$ cat config.mk
export PLATFORM = sky130hd
export DESIGN_NAME = tapasco_dmi_initiator
export DESIGN_NICKNAME = d
export VERILOG_FILES = /design/src/rtl/tapasco_dmi_initiator.sv
export SDC_FILE = /design/constraint.sdc
export NUM_CORES = 1
export LEC_CHECK = 0
export CORE_MARGIN = 5
export CORE_UTILIZATION = 33
export CTS_CLUSTER_SIZE = 20
export DETAILED_ROUTE_END_ITERATION = 7
export GPL_TIMING_DRIVEN = 1
export PLACE_DENSITY_LB_ADDON = 0.05
export SETUP_SLACK_MARGIN = 0.15
export SYNTH_ARGS = -nofsm -noshare
export SYNTH_HDL_FRONTEND = slang
export SYNTH_SLANG_ARGS = --single-unit
export TNS_END_PERCENT = 50
$ cat constraint.sdc
create_clock -name clk_i -period 3 [get_ports clk_i]
set_input_delay 0.6 -clock clk_i [delete_from_list [all_inputs] [get_ports clk_i]]
set_output_delay 0.6 -clock clk_i [all_outputs]
set_load 0.01 [all_outputs]
$ cat src/rtl/tapasco_dmi_initiator.sv
// tapasco_dmi_initiator
//
// Turns single host commands (read or write of one DMI register) into one
// DMI request/response exchange and hands the outcome back to the host.
// One transaction is in flight at a time; a bounded wait on the DMI
// response converts a missing answer into an error result.
//
// Ports
//   clk_i, rst_i          clock, synchronous active-high reset
//   cmd_*                 host command channel (valid/ready, wr, addr, wdata)
//   rsp_*                 host result channel (valid/ready, rdata, status,
//                         timeout flag)
//   busy_o                a transaction is in progress (FSM not IDLE)
//   stale_o               sticky: an unsolicited DMI response was discarded
//   dmi_req_*             DMI request channel (valid/ready, op, addr, data)
//   dmi_resp_*            DMI response channel (valid/ready, data, resp)
module tapasco_dmi_initiator #(
  parameter int ADDR_WIDTH     = 7,
  parameter int DATA_WIDTH     = 32,
  parameter int TIMEOUT_CYCLES = 1024
) (
  input  logic                  clk_i,
  input  logic                  rst_i,
  input  logic                  cmd_valid_i,
  output logic                  cmd_ready_o,
  input  logic                  cmd_wr_i,
  input  logic [ADDR_WIDTH-1:0] cmd_addr_i,
  input  logic [DATA_WIDTH-1:0] cmd_wdata_i,
  output logic                  rsp_valid_o,
  input  logic                  rsp_ready_i,
  output logic [DATA_WIDTH-1:0] rsp_rdata_o,
  output logic [1:0]            rsp_status_o,
  output logic                  rsp_timeout_o,
  output logic                  busy_o,
  output logic                  stale_o,
  output logic                  dmi_req_valid_o,
  input  logic                  dmi_req_ready_i,
  output logic [1:0]            dmi_req_op_o,
  output logic [ADDR_WIDTH-1:0] dmi_req_addr_o,
  output logic [DATA_WIDTH-1:0] dmi_req_data_o,
  input  logic                  dmi_resp_valid_i,
  output logic                  dmi_resp_ready_o,
  input  logic [DATA_WIDTH-1:0] dmi_resp_data_i,
  input  logic [1:0]            dmi_resp_resp_i
);

  localparam int CNT_W       = (TIMEOUT_CYCLES > 0) ? $clog2(TIMEOUT_CYCLES + 1) : 1;
  localparam int TO_LAST_INT = (TIMEOUT_CYCLES > 0) ? TIMEOUT_CYCLES - 1 : 0;
  localparam logic [CNT_W-1:0] TO_LAST = CNT_W'(TO_LAST_INT);

  typedef enum logic [1:0] {IDLE, REQ, WAIT_RSP, DONE} state_t;
  typedef enum logic [1:0] {OP_NOP = 2'd0, OP_READ = 2'd1, OP_WRITE = 2'd2} dmi_op_t;

  state_t                state, state_next;
  dmi_op_t               op_q;
  logic [ADDR_WIDTH-1:0] addr_q;
  logic [DATA_WIDTH-1:0] wdata_q;
  logic [DATA_WIDTH-1:0] rdata_q;
  logic [1:0]            status_q;
  logic                  timeout_q;
  logic                  stale_q;
  logic [CNT_W-1:0]      cnt;

  logic cmd_fire, resp_fire, stale_hit, timeout_hit;

  assign cmd_fire  = (state == IDLE) && cmd_valid_i;
  assign resp_fire = (state == WAIT_RSP) && dmi_resp_valid_i;
  assign stale_hit = (state == IDLE) && dmi_resp_valid_i;
  // Fires in the last allowed wait cycle, so DONE follows exactly
  // TIMEOUT_CYCLES cycles after entering WAIT_RSP. A response in that same
  // cycle takes priority.
  assign timeout_hit = (TIMEOUT_CYCLES != 0) && (state == WAIT_RSP) &&
                       !dmi_resp_valid_i && (cnt == TO_LAST);

  // NOTE: sequential state is written with non-blocking assignments only, so
  // every register samples the pre-edge values regardless of statement order.
  always_ff @(posedge clk_i) begin
    if (rst_i) begin
      state     <= IDLE;
      op_q      <= OP_NOP;
      addr_q    <= '0;
      wdata_q   <= '0;
      rdata_q   <= '0;
      status_q  <= '0;
      timeout_q <= 1'b0;
      stale_q   <= 1'b0;
      cnt       <= '0;
    end else begin
      state <= state_next;

      if (cmd_fire) begin
        op_q    <= cmd_wr_i ? OP_WRITE : OP_READ;
        addr_q  <= cmd_addr_i;
        wdata_q <= cmd_wdata_i;
      end

      if (resp_fire) begin
        rdata_q   <= dmi_resp_data_i;
        status_q  <= dmi_resp_resp_i;
        timeout_q <= 1'b0;
      end else if (timeout_hit) begin
        status_q  <= 2'd2;
        timeout_q <= 1'b1;
      end

      // A discarded response wins over the clear on acceptance.
      if (stale_hit)     stale_q <= 1'b1;
      else if (cmd_fire) stale_q <= 1'b0;

      // Held at zero outside WAIT_RSP so every wait starts from zero;
      // saturates instead of wrapping.
      if (state != WAIT_RSP)                       cnt <= '0;
      else if (!dmi_resp_valid_i && (cnt != '1))   cnt <= cnt + CNT_W'(1);
    end
  end

  // NOTE: every output of this block gets a default before the case so no
  // path leaves a signal unassigned, which would infer a latch.
  always_comb begin
    state_next       = state;
    cmd_ready_o      = 1'b0;
    busy_o           = 1'b1;
    dmi_req_valid_o  = 1'b0;
    dmi_req_op_o     = OP_NOP;
    dmi_resp_ready_o = 1'b0;
    rsp_valid_o      = 1'b0;
    unique case (state)
      IDLE: begin
        cmd_ready_o      = 1'b1;
        busy_o           = 1'b0;
        dmi_resp_ready_o = 1'b1;   // drain unsolicited responses
        if (cmd_valid_i) state_next = REQ;
      end
      REQ: begin
        dmi_req_valid_o = 1'b1;
        dmi_req_op_o    = op_q;
        if (dmi_req_ready_i) state_next = WAIT_RSP;
      end
      WAIT_RSP: begin
        dmi_resp_ready_o = 1'b1;
        if (dmi_resp_valid_i || timeout_hit) state_next = DONE;
      end
      DONE: begin
        rsp_valid_o = 1'b1;
        if (rsp_ready_i) state_next = IDLE;
      end
      default: state_next = IDLE;
    endcase
  end

  assign dmi_req_addr_o = addr_q;
  assign dmi_req_data_o = wdata_q;
  assign rsp_rdata_o    = rdata_q;
  assign rsp_status_o   = status_q;
  assign rsp_timeout_o  = timeout_q;
  assign stale_o        = stale_q;

endmodule

Word-level counts from Yosys, hierarchy flattened --
Cells that the tools add are included.
Storage, ports and cells: register bits 90, input port bits 80, output and inout port bits 82, logic and storage cells 51
Operators by class: $add $sub $neg 1, eq/ne operators 10, multiplexer cells 16, reductions and logical operators 15
Operators with widths (count):
- 2-to-1 mux 2 bit | 8
- adder 11 x 1 -> 11 bit (second input constant) | 1
- == test 11 x 10 -> 1 bit (second input constant) | 1
- != test 11 bit (second input constant) | 1
- != test 2 bit (second input constant) | 4
- one-hot mux 2 bit (4 select lines) | 1
- 2-to-1 mux 1 bit | 7
- logical AND 1 bit | 6
- OR reduction 2 bit | 3
- == test 2 bit (second input constant) | 2
- AND reduction 4 bit | 1
- nonzero test 2 bit | 2
- == test 2 x 1 -> 1 bit (second input constant) | 1
- logical NOT 2 bit | 1
- != test 2 x 1 -> 1 bit (second input constant) | 1
- logical NOT 1 bit | 1
- logical OR 1 bit | 1

Depth between registers and ports, before layout --
Gate-level depths: netlist (run 1).
depth after elaboration 6, mapped depth 8, mapped depth without buffers 6

Least setup slack after synthesis (run 1) --
Ideal clock, no wire load.
kind flip-flop to output port, from register state[0], to output port dmi_resp_ready_o, arrival time 1.103 ns, required time 2.400 ns, slack 1.297 ns, stages on the path, launching flop included 5, buffers on the path 1, cell sequence dfxtp_1 -> inv_1 -> ha_1 -> clkbuf_1 -> or2_2
On the way: longest elaborated chain between the ends 3, elaborated cells on any way between the ends 4, those cells by class 1 x eq/ne; 1 x mux; 2 x reduce/logical
Ends and longest elaborated chain:
- start: declaration | RTL line 54 | state_t state, state_next;
- start signal: assignment | RTL line 89 | state <= state_next;
- == test 2 bit or logical NOT 2 bit (tied branches) | RTL line 127 | unique case (state)
- OR reduction 2 bit (no line) *
- 2-to-1 mux 1 bit * | RTL line 127
- end: declaration | RTL line 42 | output logic dmi_resp_ready_o,
Every way passes the cells marked *; elsewhere a longest branch is shown, timed or not.

Worst setup path in the final report (run 1) --
Ends and elaborated chain as after synthesis.

==> flow_summary.toml, run 1 <==
[outcome]
status = "finished, final reports clean"

[logic_synthesis]
yosysMostFrequentCell = "nand2_1"
synth_top_area_share_pct = 52.4
yosys_most_used_dff = "dfxtp_1"
synthCells = 429
yosys-top-cells-area = "dfxtp_1 (52%), nand2_1 (17%), a21oi_1 (11%)"
ys_warn_count = 0
yosysSeqAreaShare_pct = 52.4
synthTopCellsByCount = "nand2_1 (152), dfxtp_1 (90), a21oi_1 (76)"
synth-edff-count = 0
synth_seq_cells = 90
synth_cell_types = 38
synth_nets = 515
synthesis.area_um2 = 3440
avgSynthCellArea_um2 = 8.01
synth_area_leader_cell = "dfxtp_1"
async_reset_ff_share_pct = 0

[timing]
slew_violations = 0
fmax_mhz = 385
skew_ns = 0.0100
relSlewSlack_pct = 44.8
min_period_ns = 2.60
fin_setup_tns_ns = 0
tightest_slew_ns = 0.827
grt_setup_unrepaired = "no"
post-route-period-util_pct = 86.6
setup_viol = 0
hold_viol_final = 0

[global_route]
antenna_found_initial = 0
grt_pass1_wl_um = 16000
first_global_vias = 3165
grt_max_degree = 77
grt_usage_pct = 15.5
overflow = 0

[clock_network]
numCtsBuffers = 9
cts_setup_buffers = 0
clock-sinks = 90
cts_buffer_depth = 2
post_cts_resized = 0
clk_pin_slew_ns = 0.09
cts_root_buffer = "clkbuf_8"
cts_tree = "built"
hold_buffers = 0
htree_levels = 3
clock_latency_ns = 0.36

[final_layout]
nets = 667
area_growth_pct = 56.8
antenna_cells = 0
drive_gt1_share_pct = 6.14
fillers = 982

[floorplan]
dieArea_um2 = 12600
core_area_um2 = 10200
die_h_um = 112
start_util_pct = 33.6
io_pins = 162
die_x_um = 112
num_rows = 37

[routing]
ant_nets = 0
via_per_inst = 4.54
wl_um = 10000
vias = 3279
drc_errors = 0
wl_per_cell_um = 13.9
drt_first_iter_violations = 177
first_pass_iters = 4

[worst_setup_path]
cp.buffers_inverters = 2
arrival_ns = 2.00
reg2regPathDepth = 5
reg2reg_from = "state[0]"
crit_fanout = 10
cp_data_required_time_ns = 2.40
cp-end-kind = "primary output"
crit_path_max_incr_delay_ns = 0.51
r2r_setup_slack_ns = 1.14
slowest_stage = "clkdlybuf4s50_1"
path_cells = "inv_1 -> ha_1 -> or2_2 -> clkdlybuf4s50_1"
start_kind = "register"
cp_top_family = "buffers and inverters"
r2r-end = "state[0]"
path_class = "reg2out"

[placed_design]
detailed_place_hpwl_um = 7080
portBuffers = 161
gp_congestion = 0.727

[min_path]
min_to = "rsp_rdata_o[0]"
min_from = "rsp_rdata_o[0]"
hp-class = "reg2reg"
whs_path_depth = 2

[pwr]
ir_worst_vdd_uv = 313
power_mw = 3.32
total_leakage_power_nw = 1.94
power_density_nw_per_um2 = 617

[job]
maxCapViolCount = 0
-- sequential cells by signal, summed over array words and instances, names as in the netlist --
| signal | flops |
|---|---|
| dmi_req_data_o | 32 |
| rsp_rdata_o | 32 |
| cnt | 11 |
| dmi_req_addr_o | 7 |
| op_q | 2 |
| rsp_status_o | 2 |
| state | 2 |
| rsp_timeout_o | 1 |
| stale_o | 1 |
-- through the flow --
step / cell area (um^2) / util, % / worst slack, ns / std cells / hold WS (ns)
4_1_cts: 5390 / 52.7 / 0.397 / 722 / 0.458
3_5_place_dp: 5170 / 50.6 / 0.688 / 706 / 0.445
2_1_floorplan: 3440 / - / 1.30 / 429 / 0.432
5_1_grt: 5390 / 52.7 / 0.306 / 722 / 0.473
6_report: 5390 / 52.7 / 0.402 / 722 / 0.456
3_3_place_gp: 5170 / 50.6 / 0.742 / 706 / 0.436
-- placed cells by master (no fill, tap or decap), drive strengths merged, types with 3 or more instances in the layout --
master         netlist  final
and2                 3      3
o21ai                3      3
dfxtp               90     90
clkdlybuf4s50        0    160
a21oi               76     76
ha                   6      6
inv                  9      9
buf                  6      8
and3                 6      6
xnor2                4      4
nand3                8      8
clkbuf              21     11
nor2                17     17
nand2              152    152
nor4                 3      3
-- metal layers --
layer	GRT usage [%]	wire, um
met1	19.7	4600
met2	23.9	4420
met3	6.58	882
met4	4.81	131
met5	0	0
-- cell type report --
cell class	instances	area, um^2	area share (%)
inverters	9	33.8	0.627
multi-input cells	303	1500	27.8
flip-flops and latches	90	1800	33.4
well taps	136	170	3.16
clock buffers	11	151	2.81
clock inverters	5	62.6	1.16
repair buffers	168	1670	31.0
-- power breakdown --
group          switching (mW)  internal, mW
Sequential             0.0689          1.33
Clock                   0.449         0.434
Combinational           0.517         0.520
-- cells by family after synthesis --
family / synth area share, %
AO/OA/AOI/OAI: 14.6
XOR/XNOR: 1.27
adder cells (fa/ha/maj): 2.18
buffers and inverters: 4.08
flip-flops: 52.4
multiplexers: 1.24
AND/OR/NAND/NOR: 24.2
-- how the worst max path moves through the flow --
stage,startpoint,endpoint,slack [ns],cells past startpoint
after floorplan,state[0],dmi_resp_ready_o,1.30,4
after global placement,dmi_resp_valid_i,cnt[9],0.74,4
after detailed placement,dmi_resp_valid_i,cnt[9],0.69,4
after CTS,state[0],dmi_resp_ready_o,0.40,4
after global routing,state[0],dmi_resp_ready_o,0.31,4
final,state[0],dmi_resp_ready_o,0.40,4
-- worst register-to-register path, cell delays in order (launching register included) --
cell and delay, ns:
dfxtp_1 0.37, inv_1 0.10, ha_1 0.29, a222oi_1 0.58, o21ai_2 0.16, a221oi_2 0.28
Note: power is estimated with default switching activity, not from simulation.
==> run 2, diff against run 1 <==
--- a/config.mk
+++ b/config.mk
@@ -9,8 +9,8 @@
 export CORE_UTILIZATION = 33
 export CTS_CLUSTER_SIZE = 20
 export DETAILED_ROUTE_END_ITERATION = 7
+export DONT_BUFFER_PORTS = 1
 export GPL_TIMING_DRIVEN = 1
-export PLACE_DENSITY_LB_ADDON = 0.05
 export SETUP_SLACK_MARGIN = 0.15
 export SYNTH_ARGS = -nofsm -noshare
 export SYNTH_HDL_FRONTEND = slang
==> run 2 against run 1 <==
Against the previous run: global-route usage is 2.1 points lower; setup slack better by 0.46 ns; final cell count is 23% lower; final area is 31% lower; first-iteration DRC count is 17% lower; highest routed layer is now met5; non-clock buffer count is 164 lower.
==> flow_summary.toml, run 2 (synthesis results as in run 1) <==
[clock_network]
cts_setup_buffers = 0
post_cts_resized = 0
clock-sinks = 90
cts_buffer_depth = 2
clock_latency_ns = 0.35
hold_buffers = 0
clk_pin_slew_ns = 0.09
htree_levels = 3
cts_tree = "built"
numCtsBuffers = 9
cts_root_buffer = "clkbuf_8"

[placed_design]
dp.cells = 542
gp_congestion = 0.810
portBuffers = 0
detailed_place_hpwl_um = 6340
place_ws_ns = 0.882

[final_layout]
mostFrequentLayoutCells = "nand2_1 (152), dfxtp_1 (90), a21oi_1 (76)"
nets = 503
area_growth_pct = 8.96
stdcell_count = 558
multi_input_area_um2 = 1500
drive_gt1_share_pct = 7.58
antenna_cells = 0
fillers = 1048
register_area_um2 = 1800
final_common_cell = "nand2_1"

[timing]
fmax_mhz = 467
skew_ns = 0.0131
tightest_slew_ns = 0.800
finalWorstSetupSlack_ns = 0.859
relSlewSlack_pct = 46.5
post-route-period-util_pct = 71.4
slew_violations = 0
fin_setup_tns_ns = 0
grt_setup_unrepaired = "no"
setup_viol = 0
hold_viol_final = 0
min_period_ns = 2.14

[pwr]
power_mw = 2.88
total_leakage_power_nw = 1.33
ir_worst_vdd_uv = 443
power_density_nw_per_um2 = 770

[worst_setup_path]
path_class = "reg2reg"
slowest_stage = "nand2_1"
crit_path_max_incr_delay_ns = 0.64
cp-end-kind = "register"
start_kind = "register"
arrival_ns = 2.41
cp_data_required_time_ns = 3.27
path_cells = "inv_1 -> ha_1 -> nand2_1 -> buf_4 -> nand2_1 -> a21oi_1"
timing.critical_path.mode_cell = "nand2_1"
crit_fanout = 24

[global_route]
grt_usage_pct = 13.4
antenna_found_initial = 2
first_global_vias = 2591
overflow = 0
grt_max_degree = 79
grt_pass1_wl_um = 13600

[floorplan]
dieArea_um2 = 12600
die_h_um = 112
start_util_pct = 33.6
die_x_um = 112
num_rows = 37
io_pins = 162
core_area_um2 = 10200

[routing]
via_per_inst = 4.99
ant_nets = 0
vias = 2787
first_pass_iters = 4
drt_first_iter_violations = 147
wl_um = 8770
drc_errors = 0
wl_per_cell_um = 15.7

[job]
maxCapViolCount = 0

[min_path]
hp-class = "in2reg"

[outcome]
status = "finished, final reports clean"
==> run 2: changes by cell type in the layout (fill, tap and decap cells not counted) <==
cell,previous run,this run
clkinv_2,0,1
inv_6,0,1
buf_4,6,4
buf_12,1,0
clkinvlp_4,2,1
buf_2,1,0
clkdlybuf4s50_1,160,0
clkinv_4,2,1
==> run 2: layout make-up <==
class,instances,area share (%)
clock buffers,11,4.04
inverters,9,0.902
well taps,136,4.54
multi-input cells,303,40.0
clock inverters,5,1.60
flip-flops and latches,90,48.1
repair buffers,4,0.802
==> run 2: final timing paths <==
path	startpoint	to	cells after the start	slack, ns
max	state[0]	dmi_req_data_o[11]	6	0.86
min	rst_i	dmi_req_data_o[8]	1	0.31
max reg2reg	state[0]	dmi_req_data_o[11]	6	0.86
min reg2reg	op_q[1]	op_q[1]	2	0.46
==> run 2: critical path: cells and delay by family, from the launching register on <==
kind | cells | cell delay, ns
DFF | 1 | 0.37
adders and majority gates | 1 | 0.33
AOI/OAI and AO/OA | 1 | 0.15
and+or+nand+nor | 2 | 0.73
buffers and inverters | 2 | 0.47
==> run 2: metal layers <==
metal | track usage [%] | vias to the layer above | part of all wire (%)
li1 | - | 1384 | -
met1 | 15.3 | 1257 | 40
met2 | 21.5 | 130 | 46
met3 | 7.22 | 12 | 13
met4 | 4.33 | 4 | 1.2
met5 | 0 | - | 0.31
==> run 2: stage by stage <==
stage                     util (%)  instance area [um^2]  hold WS [ns]
final                         36.6                  3740         0.310
after global routing          36.6                  3740         0.266
after CTS                     36.6                  3740         0.280
after detailed placement      34.5                  3530         0.444
after global placement        34.5                  3530         0.435
after floorplan                  -                  3440         0.432
==> run 2: power breakdown <==
group	leakage, nW	internal (mW)	switching (mW)
clock network	0.106	0.434	0.432
registers	0.732	1.34	0.157
logic	0.488	0.168	0.356
total	1.33	1.94	0.945
